### src/rtl/rr_arb_mux_nbit.sv
// CH-to-1 N-bit multiplexer with internal round-robin or fixed-priority arbitration
// feeding a single-entry output register with valid/ready handshake on both sides.
module rr_arb_mux_nbit #(
   parameter int N  = 64,
   parameter int CH = 4,
   parameter int RR = 1
) (
   input  logic            clk,
   input  logic            reset,
   input  logic [CH-1:0]   in_valid,
   input  logic [CH*N-1:0] in_data,
   output logic [CH-1:0]   in_ready,
   output logic            out_valid,
   output logic [N-1:0]    out_data,
   output logic [2:0]      out_sel,
   input  logic            out_ready
);

   localparam int PW = (CH > 1) ? $clog2(CH) : 1;

   logic [PW-1:0] ptr_q, ptr_d;
   logic          out_valid_q, out_valid_d;
   logic [N-1:0]  out_data_q, out_data_d;
   logic [2:0]    out_sel_q, out_sel_d;

   logic          accept;
   logic          grant_any;
   logic [PW-1:0] grant_idx;

   // The output slot can take a word when it is empty or being drained this cycle.
   assign accept = ~out_valid_q | out_ready;

   always_comb begin : arbiter
      int start;
      int idx;
      in_ready  = '0;
      grant_any = 1'b0;
      grant_idx = '0;
      start     = (RR != 0) ? int'(ptr_q) : 0;
      idx       = 0;
      if (accept && !reset) begin
         for (int k = 0; k < CH; k++) begin
            idx = (start + k) % CH;
            if (!grant_any && in_valid[idx]) begin
               grant_any     = 1'b1;
               grant_idx     = idx[PW-1:0];
               in_ready[idx] = 1'b1;
            end
         end
      end
   end

   always_comb begin : next_state
      ptr_d       = ptr_q;
      out_valid_d = out_valid_q;
      out_data_d  = out_data_q;
      out_sel_d   = out_sel_q;
      if (grant_any) begin
         out_valid_d = 1'b1;
         out_data_d  = in_data[int'(grant_idx)*N +: N];
         out_sel_d   = 3'(grant_idx);
         if (RR != 0) begin
            ptr_d = (grant_idx == PW'(CH-1)) ? '0 : grant_idx + 1'b1;
         end
      end else if (out_ready) begin
         out_valid_d = 1'b0;
      end
   end

   always_ff @(posedge clk) begin
      if (reset) begin
         ptr_q       <= '0;
         out_valid_q <= 1'b0;
         out_data_q  <= '0;
         out_sel_q   <= '0;
      end else begin
         ptr_q       <= ptr_d;
         out_valid_q <= out_valid_d;
         out_data_q  <= out_data_d;
         out_sel_q   <= out_sel_d;
      end
   end

   assign out_valid = out_valid_q;
   assign out_data  = out_data_q;
   assign out_sel   = out_sel_q;

endmodule

### config.mk
export PLATFORM = sky130hd
export DESIGN_NAME = rr_arb_mux_nbit
export DESIGN_NICKNAME = d
export VERILOG_FILES = /design/src/rtl/rr_arb_mux_nbit.sv
export SDC_FILE = /design/constraint.sdc
export NUM_CORES = 1
export LEC_CHECK = 0
export ABC_AREA = 1
export CORE_MARGIN = 5
export CORE_UTILIZATION = 35
export CTS_CLUSTER_DIAMETER = 200
export DETAILED_ROUTE_END_ITERATION = 12
export PLACE_DENSITY = 0.78
export SYNTH_ARGS = -nofsm -noshare
export SYNTH_HDL_FRONTEND = slang
export SYNTH_SLANG_ARGS = --single-unit
### constraint.sdc
create_clock -name clk -period 2.1 [get_ports clk]
set_input_delay 0.42 -clock clk [delete_from_list [all_inputs] [get_ports clk]]
set_output_delay 0.42 -clock clk [all_outputs]
set_load 0.1 [all_outputs]
# == After elaboration in Yosys (flattened, before gate mapping) ==
# Cells that the tools add are included.
# word_totals
ff_bits,69
input_bits,263
output_inout_bits,72
word_cells,85
# classes
add_sub_neg,4
magnitude_cmp,8
n_eq_ne,1
n_shift,1
muxes,43
n_bitwise,8
n_reduce_logical,16
# op_table
operator,n
variable part select 256 x 9 -> 64 bit,1
2-to-1 mux 4 bit,8
2-to-1 mux 1 bit,21
< comparator 3 x 4 -> 1 bit (second input constant),3
2-to-1 mux 2 bit,6
OR 4 bit,3
greater-or-equal comparator 3 x 1 -> 1 bit (second input constant),3
binary-select mux 1 bit (select 2 bit),4
demux 1 bit (select 2 bit),4
logical AND 1 bit,8
OR reduction 2 bit,3
adder 2 x 1 -> 2 bit (second input constant),2
adder 2 bit (second input constant),2
logical NOT 1 bit,4
bitwise AND 1 bit (first input constant),3
< comparator 2 x 3 -> 1 bit (second input constant),1
== test 2 bit (second input constant),1
greater-or-equal comparator 2 x 1 -> 1 bit (second input constant),1
nonzero test 2 bit,1
NOT 1 bit,1
OR 1 bit,1

# == Longest topological paths before layout ==
# Gate-level depths: netlist of the first run.
# logic_depth
depth_word,19
ltp_mapped,17
ltp_nobuf,15

# == Worst setup path after synthesis of the first run ==
# No wires, ideal clock.
# synth_timing
path_kind,register to output
startpoint,register ptr_q[0]
endpoint,output port in_ready[0]
t_arrival_ps,2286
t_required_ps,1680
slack_ps,-606
stages_incl_launch_ff,14
n_path_buf,1
path_cell_list,dfxtp_1 -> buf_6 -> inv_6 -> ha_1 -> inv_1 -> nand2_2 -> nand2_4 -> nor2_8 -> nand2_1 -> o21ai_0 -> a21oi_1 -> o21ai_0 -> nand2_1 -> inv_1
# synth_between
elab_chain_cells,16
word_cells_on_any_way,63
classes_between,3 x add/sub; 8 x order compare; 33 x mux; 6 x bitwise; 13 x reduce/logical
# synth_lines
element,line_no,rtl
start: declaration,21,"logic [PW-1:0] ptr_q, ptr_d;"
start signal: assignment,77,ptr_q <= ptr_d;
adder 2 x 1 -> 2 bit / binary-select mux 1 bit (select 2 bit) (equally long branches),"43, 44",
OR reduction 2 bit (no line) / 2-to-1 mux 1 bit (equally long branches),--,
bitwise AND 1 bit (no line) / 2-to-1 mux 1 bit (equally long branches),--,
< comparator 3 x 4 -> 1 bit (not written as such) (tied with other cells),47,in_ready[idx] = 1'b1;
logical AND 1 bit (not written as such) / logical NOT 1 bit (equally long branches),"47, 44",
2-to-1 mux 1 bit (not written as such) / logical AND 1 bit (equally long branches),"47, 44",
demux 1 bit (select 2 bit) / 2-to-1 mux 1 bit (equally long branches),"47, 44",
OR 4 bit (no line) / 2-to-1 mux 1 bit (equally long branches),--,
2-to-1 mux 4 bit / logical NOT 1 bit (equally long branches),44,if (!grant_any && in_valid[idx]) begin
2-to-1 mux 4 bit / logical AND 1 bit (equally long branches),"41, 44",
OR 4 bit (no line) / 2-to-1 mux 1 bit (equally long branches),--,
2-to-1 mux 4 bit / 2-to-1 mux 1 bit (equally long branches),"44, 41",
2-to-1 mux 4 bit / logical NOT 1 bit (equally long branches),"41, 44",
OR 4 bit (no line) / logical AND 1 bit (equally long branches),--,
2-to-1 mux 4 bit *,44,
2-to-1 mux 4 bit *,41,if (accept && !reset) begin
end: declaration,12,"output logic [CH-1:0] in_ready,"
# Mark *: on every way between the ends. The rest lies on a longest branch, timed or not. The select of a mux whose other input is x is not followed.

# == Worst setup path after layout of the first run ==
# Ends and elaborated chain as after synthesis.

==> summary.md, run 1 <==
| Metric | Value |
|---|---|
| Crit-path leading delay family | simple AND/OR/NAND/NOR gates |
| Final setup margin | -0.517 ns |
| Nets | 1,634 |
| RSZ-0062 raised after global routing | true |
| GRT Max-Usage Layer | met2 |
| FFs w/ async S/R, synth | 0% |
| GRT met1 Usage | 36.5% |
| I/O pin total | 335 |
| Yosys cell types | 27 |
| Post-synth EDFFs | 0 |
| Clk sinks | 69 |
| Total power | 24.2 mW |
| Grt ovf | 0 |
| Synth Instances | 962 |
| Initial antenna violation count | 0 |
| Core area | 15,300 um2 |
| Number of remaining DRC errors | 0 |
| Die X | 135 um |
| Register area share after synthesis | 25.1% |
| Most Frequent Cell on Critical Path | nand2_2 |
| Post-DP HPWL | 17.9 mm |
| Die Span Y | 135 um |
| Status | finished, violations left |
| Drt pass-1 iters | 5 |
| Most common library cell in the layout ignoring fill and taps | nand2_1 |
| Failing checks | setup timing |
| Clock transition at path regs | 0.06 ns |
| First-pass GRT wire length | 48.2 mm |
| Worst path cell trace | inv_8, ha_4, inv_2, nand2_2, nand2_4, nor2_8, nand2_2, o21ai_2, a21oi_1, o21ai_1, nand2_1, clkinvlp_4, buf_12 |
| P_leak | 6.04 nW |
| FMAX | 382 MHz |
| Required time worst endpoint | 1.68 ns |
| H-tree levels | 3 |
| # Max-Cap Violations | 0 |
| Hold WC Path Type | reg -> reg |
| Clock Path Buffers | 2 |
| Final Cycle Share | 125% |
| #FFs+latches synth | 69 |
| Crit path DAT | 2.20 ns |
| Initial Utilization | 35.9% |
| GRT Util Overall | 33.9% |
| Vias in the first global route | 8,711 |
| Multi-input gate area | 4470 um2 |
| RD Place Congestion | 0.912 |
| VDD IR max | 0.000982 V |
| Fraction of layout cells with a size suffix above 1 | 34.6% |
| GR Util met3 | 8.95% |
| Grt met2 use | 58.7% |
| Minimum clock period | 2.62 ns |
| Row count | 45 |
| Yosys top cell by area | nand2_1 |
| # placed instances | 1,480 |
| Cts bufs inserted | 9 |
| Final setup fails | 72 |
| Worst path slowest cell | dfxtp_4 |
| Via count | 8,610 |
| Clk root buf | clkbuf_16 |
| Ant. Diodes | 0 |
| Non-Filler Instances | 1,579 |
| Prevailing post-synth register cell | dfxtp_1 |
| Largest stage delay, worst path | 0.38 ns |
| Full die area | 18,300 um2 |
| DR WL/cell | 21.3 um |
| Clock skew | 0.00678 ns |
| Post-Syn Area per Cell | 5.72 um2 |
| Via/cell ratio | 5.45 |
| Worst skew pair latency | 0.34 ns |
| Worst Path Max Fanout | 7 |
| Startpoint Class | flip-flop |
| Max Transition Viols Final | 0 |
| Post-DRT Antenna Nets | 0 |
| Synth Warn # | 0 |
| Fillers | 953 |
| Sum of buffers and inverters on the critical path | 4 |
| Synth Net Count | 1,233 |
| Number of DRC markers in iteration 0 | 673 |
| Synth Cell Area | 5500 um2 |
| Synthesis-to-layout area growth | 123% |
| CTS tree | built |
| Crit end category | output port |
| Post-synth top area share | 26.0% |
| Largest net degree at the start of global routing | 37 |
| PD cells | 1970 nW/um2 |
| Detailed Route WL | 33.6 mm |
| Most frequent cells in the layout | 271 x nand2_1, 258 x clkdlybuf4s50_1, 124 x nand3_1 |
| Hold_buf cts | 0 |
| Register Area | 1390 um2 |
| Final Hold Fails | 0 |
| Crit path kind | reg -> out |
| Synth area leaders | nand2_1 26%, dfxtp_1 25%, nand3_1 21%, inv_1 8.1%, o21bai_1 4.5% |
| Port Buffers | 333 |
-- state kept, by name, indices dropped and copies added, names as in the netlist --
signal	flops
out_data	64
out_valid	1
out_sel	2
ptr_q	2
-- layer usage --
layer | vias up | wire length [um]
met2 | 605 | 16100
li1 | 3840 | -
met3 | 197 | 3300
met1 | 3968 | 11800
met4 | 0 | 2420
met5 | - | 0
-- kinds of logic after synthesis --
group | synth area share (%)
AOI/OAI and AO/OA | 6.73
adders and majority gates | 1.82
buffers and inverters | 15.7
DFF | 25.1
other | 0.0682
and+or+nand+nor | 50.5
-- repair_timing --
action,in CTS,in global routing
cloned,34,3
endpoints found under the setup margin,66,72
pin swaps,119,18
buffers inserted,38,14
gates resized for setup,360,33
-- cells in the mapped netlist (6+ instances only) --
cell and n:
o21ai_0 9, o21bai_1 33, a21oi_1 8, clkbuf_1 16
inv_1 119, ha_1 8, buf_2 28, buf_6 6
nand3_1 232, nand2_2 10, buf_4 16, nand2_1 381
dfxtp_1 69
-- worst register-to-register path, stage by stage (launching register included) --
cell and delay, ns:
dfxtp_4 0.38, inv_8 0.04, ha_4 0.32, inv_2 0.06, nand2_2 0.07, nand2_4 0.07
nor2_8 0.15, buf_4 0.16, nand3_4 0.08, nand2_4 0.09, buf_6 0.11, nor2_4 0.05
buf_8 0.12, buf_12 0.13, buf_12 0.13, buf_16 0.15, nand2_2 0.06, nand3_2 0.06
nand2_1 0.09, nand2_1 0.05, nand2_1 0.07
-- path summary, 6_finish.rpt --
path                                    from  depth (start not counted)           end  slack, ns
worst max-delay path                ptr_q[0]                         13   in_ready[0]      -0.52
worst min-delay path            out_data[17]                          2  out_data[17]       0.47
worst min register to register  out_data[17]                          2  out_data[17]       0.47
worst max register to register      ptr_q[0]                         20   out_data[7]      -0.40
-- power breakdown --
group | leakage [nW] | switching, mW | internal (mW)
Sequential | 0.575 | 0.444 | 2.02
Clock | 0.143 | 0.616 | 0.950
Combinational | 5.32 | 12.6 | 7.60
-- area by class of cell --
| type | count | share of cell area [%] |
|---|---|---|
| clock inverter | 4 | 0.387 |
| inverter | 125 | 4.12 |
| clock buffer | 12 | 2.01 |
| sequential | 69 | 11.3 |
| tap | 211 | 2.15 |
| timing repair buffer | 457 | 43.7 |
| multi-input combinational | 701 | 36.3 |
-- metrics by stage --
stage	utilization (%)	hold WS (ns)	TNS, ns	instance area, um2	worst slack (ns)
2_1_floorplan	-	0.489	-0.771	5540	-0.202
3_3_place_gp	59.4	0.457	-23.69	9090	-0.437
3_5_place_dp	59.4	0.459	-26.76	9090	-0.467
4_1_cts	78.7	0.469	-23.47	12100	-0.423
5_1_grt	80.2	0.482	-29.61	12300	-0.578
6_report	80.2	0.467	-23.35	12300	-0.517
Power figures use the tool's default switching activity.
==> run 2: changes to the inputs <==
- clock period: 2.1 -> 2.2 ns (I/O delays scaled with it)
==> summary.md, run 2 (synthesis gave the netlist of run 1 again) <==
| Metric | Value |
|---|---|
| Status | finished, violations left |
| Failing checks | setup timing |
| Startpoint Class | flip-flop |
| Hold Path Sink | out_data[53] |
| Worst reg2reg path depth | 18 |
| Final Hold Fails | 0 |
| Core area | 15,300 um2 |
| DR WL/cell | 19.9 um |
| Crit path kind | reg -> out |
| Worst path cell trace | inv_8, ha_4, inv_2, nand2_2, nand2_4, nor2_8, nand2_2, o21ai_1, a21oi_1, o21ai_1, nand2_1, clkinvlp_4, buf_12 |
| Vias in the first global route | 6,829 |
| Crit path DAT | 2.12 ns |
| Full die area | 18,300 um2 |
| Nets | 1,605 |
| First-pass GRT wire length | 35.3 mm |
| Number of remaining DRC errors | 0 |
| Max reg flops | 64 |
| Detailed Route WL | 30.8 mm |
| Most common library cell in the layout ignoring fill and taps | nand2_1 |
| Minimum clock period | 2.56 ns |
| Final Cycle Share | 116% |
| RD Place Congestion | 0.917 |
| Fillers | 1,161 |
| RR Startpoint | ptr_q[0] |
| Non-Filler Instances | 1,547 |
| GRT Util Overall | 24.1% |
| Hold WC Path Type | reg -> reg |
| Required time worst endpoint | 1.76 ns |
| Synthesis-to-layout area growth | 104% |
| Grt ovf | 0 |
| FMAX | 391 MHz |
| Worst Path Max Fanout | 7 |
| Die Span Y | 135 um |
| Post-DP HPWL | 17.8 mm |
| Worst skew pair latency | 0.33 ns |
| Port Buffers | 333 |
| Largest net degree at the start of global routing | 38 |
| Via/cell ratio | 5.27 |
| Most frequent cells in the layout | 315 x nand2_1, 258 x clkdlybuf4s50_1, 147 x nand3_1 |
| Via count | 8,146 |
| Row count | 45 |
| RSZ-0062 raised after global routing | true |
| Hold_buf cts | 0 |
| CTS tree | built |
| PD cells | 1850 nW/um2 |
| Clock skew | 0.00483 ns |
| Hold Crit Start | out_data[53] |
| Sum of buffers and inverters on the critical path | 4 |
| Worst path slowest cell | dfxtp_4 |
| Initial Utilization | 35.9% |
| Initial antenna violation count | 0 |
| Hold depth | 2 |
| Cts bufs inserted | 9 |
| P_leak | 5.57 nW |
| VDD IR max | 0.00103 V |
| Final setup fails | 70 |
| Clk sinks | 69 |
| Final setup margin | -0.358 ns |
| # placed instances | 1,474 |
| Fraction of layout cells with a size suffix above 1 | 27.6% |
| Max Transition Viols Final | 0 |
| Clk root buf | clkbuf_16 |
| I/O pin total | 335 |
| # Max-Cap Violations | 0 |
| Clock transition at path regs | 0.05 ns |
| RR Endpoint | out_data[48] |
| Fin Hold WS | 0.463 ns |
| Clock Path Buffers | 2 |
| Drt pass-1 iters | 8 |
| Ant. Diodes | 0 |
| Die X | 135 um |
| R2r setup slk | -0.20 ns |
| Number of DRC markers in iteration 0 | 484 |
| H-tree levels | 3 |
| Crit end category | output port |
| Largest stage delay, worst path | 0.38 ns |
| Post-DRT Antenna Nets | 0 |
| Crit-path leading delay family | simple AND/OR/NAND/NOR gates |
[run 2: cell types whose count changed in the layout (fill, tap and decap cells not counted), sizes merged]
cell / change
buf: -48
bufbuf: -1
inv: -1
nand2: +1
bufinv: -1
clkbuf: +18
[run 2: metrics by stage]
stage	power [mW]	TNS (ns)	instance area [um2]	utilization [%]	setup WS, ns
floorplan	11.5	-0.451	5540	-	-0.122
global placement	14.6	-18.05	8980	58.7	-0.374
detailed placement	14.8	-21.70	8980	58.7	-0.395
CTS	16.5	-3.27	9380	61.2	-0.308
global route	21.6	-16.44	11200	73.4	-0.479
finish	20.8	-8.76	11200	73.4	-0.358
[run 2: worst max-delay path by stage]
| stage | end | start | cells after the start | slack, ns |
|---|---|---|---|---|
| after global routing | in_ready[3] | ptr_q[0] | 13 | -0.48 |
| after CTS | in_ready[0] | ptr_q[0] | 13 | -0.31 |
| final | in_ready[0] | ptr_q[0] | 13 | -0.36 |
| after global placement | in_ready[1] | in_valid[3] | 13 | -0.37 |
| after detailed placement | in_ready[2] | in_valid[3] | 13 | -0.40 |
| after floorplan | in_ready[0] | ptr_q[0] | 13 | -0.12 |
[run 2: routing by layer]
layer / GRT usage, % / share of wire [%] / up-vias
met5: 0 / 0 / -
met4: 9.46 / 5.1 / 0
met3: 5.20 / 9.5 / 116
met2: 42.2 / 49 / 508
met1: 28.5 / 36 / 3754
li1: - / - / 3768
[run 2: worst min-delay path: stages, from the launching register on]
cell and delay (ns):
dfxtp_1 0.30, nand3_1 0.07, nand2_1 0.04
[run 2: repair_timing]
item | in CTS | in global routing
pin swaps | 10 | 68
hold endpoints to repair | 0 | 0
endpoints found under the setup margin | 6 | 69
resized for setup | 16 | 235
cloned | 2 | 33
buffers inserted | 4 | 21
[run 2: power by group]
| group | internal, mW | switching, mW |
|---|---|---|
| Sequential | 1.93 | 0.417 |
| Combinational | 5.97 | 11.2 |
| Clock | 0.773 | 0.544 |
[run 2: area by class of cell]
type	count	area, um2	share of cell area [%]
Inverter	125	514	4.58
Clock inverter	2	12.5	0.111
Sequential cell	69	1390	12.3
Tap cell	211	264	2.35
Multi-Input combinational cell	702	4080	36.3
Clock buffer	11	243	2.16
Timing Repair Buffer	427	4740	42.2
==> run 3: changes to the inputs <==
- ABC_AREA: 1 -> unset
- CAP_MARGIN: unset -> 10
- CORE_AREA: unset -> 5 5 126 128
- CORE_MARGIN: 5 -> unset
- CORE_UTILIZATION: 35 -> unset
- DIE_AREA: unset -> 0 0 131 133
- PLACE_DENSITY: 0.78 -> 0.73
==> summary.md, run 3 <==
| Metric | Value |
|---|---|
| Status | finished, violations left |
| Failing checks | setup timing |
| Clk root buf | clkbuf_16 |
| Fraction of layout cells with a size suffix above 1 | 27.7% |
| Dpl ws | -0.873 ns |
| Net Sw Frac | 53.2% |
| Accumulated negative setup slack | -41.03 ns |
| Synth Warn # | 0 |
| Post-synth EDFFs | 0 |
| Die Span Y | 133 um |
| Clock transition at path regs | 0.06 ns |
| PD cells | 1370 nW/um2 |
| VDD IR max | 0.000702 V |
| # Max-Cap Violations | 0 |
| GRT Util Overall | 24.4% |
| Die X | 131 um |
| Crit path DAT | 3.06 ns |
| Largest stage delay, worst path | 0.52 ns |
| Synth Cell Area | 4020 um2 |
| I/O pin total | 335 |
| Most frequent cells in the layout | 258 x clkdlybuf4s50_1, 102 x buf_4, 68 x nand2_1 |
| RD Place Congestion | 0.904 |
| Hold depth | 2 |
| FFs w/ async S/R, synth | 0% |
| Final setup margin | -0.643 ns |
| Post-synth top area share | 34.4% |
| Startpoint Class | flip-flop |
| Top post-synthesis cells by count | 70 x mux2i_1, 69 x dfxtp_1, 68 x nand2_1 |
| Most common cell in the netlist | mux2i_1 |
| Required time worst endpoint | 2.42 ns |
| Hold WC Path Type | reg -> reg |
| Clock skew | 0.00899 ns |
| First-pass GRT wire length | 32.9 mm |
| FMAX | 352 MHz |
| Grt ovf | 0 |
| Met3 WL | 2.08 mm |
| Max Transition Viols Final | 0 |
| M1 wire length | 8.07 mm |
| Full die area | 17,400 um2 |
| Crit end category | flip-flop |
| Register area share after synthesis | 34.4% |
| CP Depth | 13 |
| RSZ-0062 raised after global routing | true |
| Prevailing post-synth register cell | dfxtp_1 |
| Synth Instances | 441 |
| Worst path slowest cell | mux4_2 |
| Number of DRC markers in iteration 0 | 347 |
| Synth Net Count | 712 |
| Crit path kind | reg -> reg |
| Highest Signal Layer | met4 |
| Worst reg2reg path depth | 13 |
| Yosys top cell by area | dfxtp_1 |
| Routed wire length on met2 | 11.3 mm |
| Number of remaining DRC errors | 0 |
| P_leak | 4.01 nW |
| Logic gate share of total power | 71.9% |
| Final Cycle Share | 129% |
| Post-DRT Antenna Nets | 0 |
| Core area | 14,800 um2 |
| Worst Path Max Fanout | 6 |
| Yosys cell types | 33 |
| Nets | 1,116 |
| Worst skew pair latency | 0.34 ns |
| Vias in the first global route | 5,832 |
| Via/cell ratio | 5.18 |
| #FFs+latches synth | 69 |
| Initial Utilization | 27.3% |
| Port Buffers | 333 |
| Sum of buffers and inverters on the critical path | 6 |
| Synth area leaders | dfxtp_1 34%, mux2i_1 17%, a221o_1 16%, nand2_1 6.3%, o21ai_1 4.7% |
| Initial antenna violation count | 0 |
| Pint | 5.91 mW |
| Detailed Route WL | 22.1 mm |
| Ant. Diodes | 0 |
| Minimum clock period | 2.84 ns |
| Final setup fails | 70 |
| Post-DP HPWL | 15.8 mm |
| Clock network fraction of design power | 11.5% |
| Via count | 5,373 |
| DR WL/cell | 21.3 um |
| Clock Path Buffers | 2 |
| Max reg flops | 64 |
| H-tree levels | 3 |
| CTS tree | built |
| Drt pass-1 iters | 5 |
| Crit-path leading delay family | multiplexers |
| Flop pwr share | 16.6% |
| Post-Syn Area per Cell | 9.12 um2 |
| Synthesis-to-layout area growth | 129% |
| Final Hold Fails | 0 |
| P_sw | 6.71 mW |
| Most common library cell in the layout ignoring fill and taps | clkdlybuf4s50_1 |
| Largest net degree at the start of global routing | 43 |
| Worst path cell trace | buf_6, mux4_2, nor2b_4, buf_6, o211ai_2, o31a_4, buf_12, buf_8, buf_12, buf_8, mux2i_2, o21ai_1, a221o_1 |
| Cts bufs inserted | 9 |
| Clk sinks | 69 |
| Row count | 45 |
## run 3: cell types whose count changed in the layout (fill, tap and decap cells not counted), moves of 10 or more
cell / previous run / this run
nand2_1: 315 / 68
nand3_1: 147 / 0
inv_1: 112 / 3
nand3_2: 87 / 0
a221o_1: 0 / 64
mux2i_1: 0 / 57
o21ai_1: 8 / 61
nand2_2: 45 / 0
nand2_4: 33 / 0
o21bai_1: 33 / 0
clkbuf_16: 31 / 9
buf_6: 8 / 23
buf_16: 4 / 16
mux2i_2: 0 / 10
## run 3: logic make-up (layout without fill, tap and decap cells)
group	Yosys count	after routing	share of synthesized area, %
AO/OA/AOI/OAI	152	152	28.3
AND/OR/NAND/NOR	91	91	9.18
multiplexers	74	74	19.4
flip-flops	69	69	34.4
buffers and inverters	46	454	6.19
adder cells (fa/ha/maj)	8	8	2.49
other	1	1	0.0933
## run 3: power groups by stage
| stage | logic [mW] | clock network, mW | registers, mW |
|---|---|---|---|
| after detailed placement | 7.88 | 0 | 2.12 |
| after floorplan | 2.09 | 0 | 5.71 |
| after CTS | 8.87 | 1.49 | 2.09 |
| after global routing | 9.39 | 1.54 | 2.15 |
| after global placement | 7.80 | 0 | 2.09 |
| final | 9.07 | 1.45 | 2.09 |
## run 3: layout make-up
cell class / instances / area [um2]
repair buffers: 432 / 4630
flip-flops and latches: 69 / 1390
clock buffers: 9 / 225
fillers: 1164 / 5530
clock inverters: 6 / 63.8
inverters: 7 / 38.8
well taps: 188 / 235
multi-input cells: 326 / 2650
## run 3: through the flow
step / total power [mW] / util, % / hold WS (ns) / instance area, um2 / std cells
5_1_grt: 13.1 / 62.5 / 0.498 / 9230 / 1037
4_1_cts: 12.4 / 61.3 / 0.472 / 9040 / 1032
3_5_place_dp: 10.0 / 53.4 / 0.465 / 7880 / 978
6_report: 12.6 / 62.5 / 0.464 / 9230 / 1037
3_3_place_gp: 9.89 / 53.4 / 0.446 / 7880 / 978
2_1_floorplan: 7.80 / - / 0.578 / 4200 / 441
## run 3: final timing paths
kind | slack (ns) | start | to
worst max-delay path | -0.64 | ptr_q[0] | out_data[33]
worst min-delay path | 0.46 | out_sel[0] | out_sel[0]
worst max register to register | -0.64 | ptr_q[0] | out_data[33]
worst min register to register | 0.46 | out_sel[0] | out_sel[0]
## run 3: worst reg2reg max path, cell delays in order, from the launching register on
cell	delay, ns
dfxtp_4	0.41
buf_6	0.11
mux4_2	0.52
nor2b_4	0.16
buf_6	0.11
o211ai_2	0.17
o31a_4	0.21
buf_12	0.12
buf_8	0.12
buf_12	0.13
buf_8	0.12
mux2i_2	0.21
o21ai_1	0.08
a221o_1	0.26
## run 3: what timing repair did
action	in CTS	in global routing
gates resized for setup	65	41
endpoints found under the setup margin	69	72
cloned	16	0
pin swaps	23	26
setup buffers	27	7
hold buffers	0	0
hold endpoints to repair	0	0
## run 3: routing by layer
metal | GRT usage (%) | vias to the layer above
met4 | 10.3 | 0
met1 | 26.5 | 2524
met5 | 0 | -
li1 | - | 2501
met2 | 43.4 | 299
met3 | 7.11 | 49
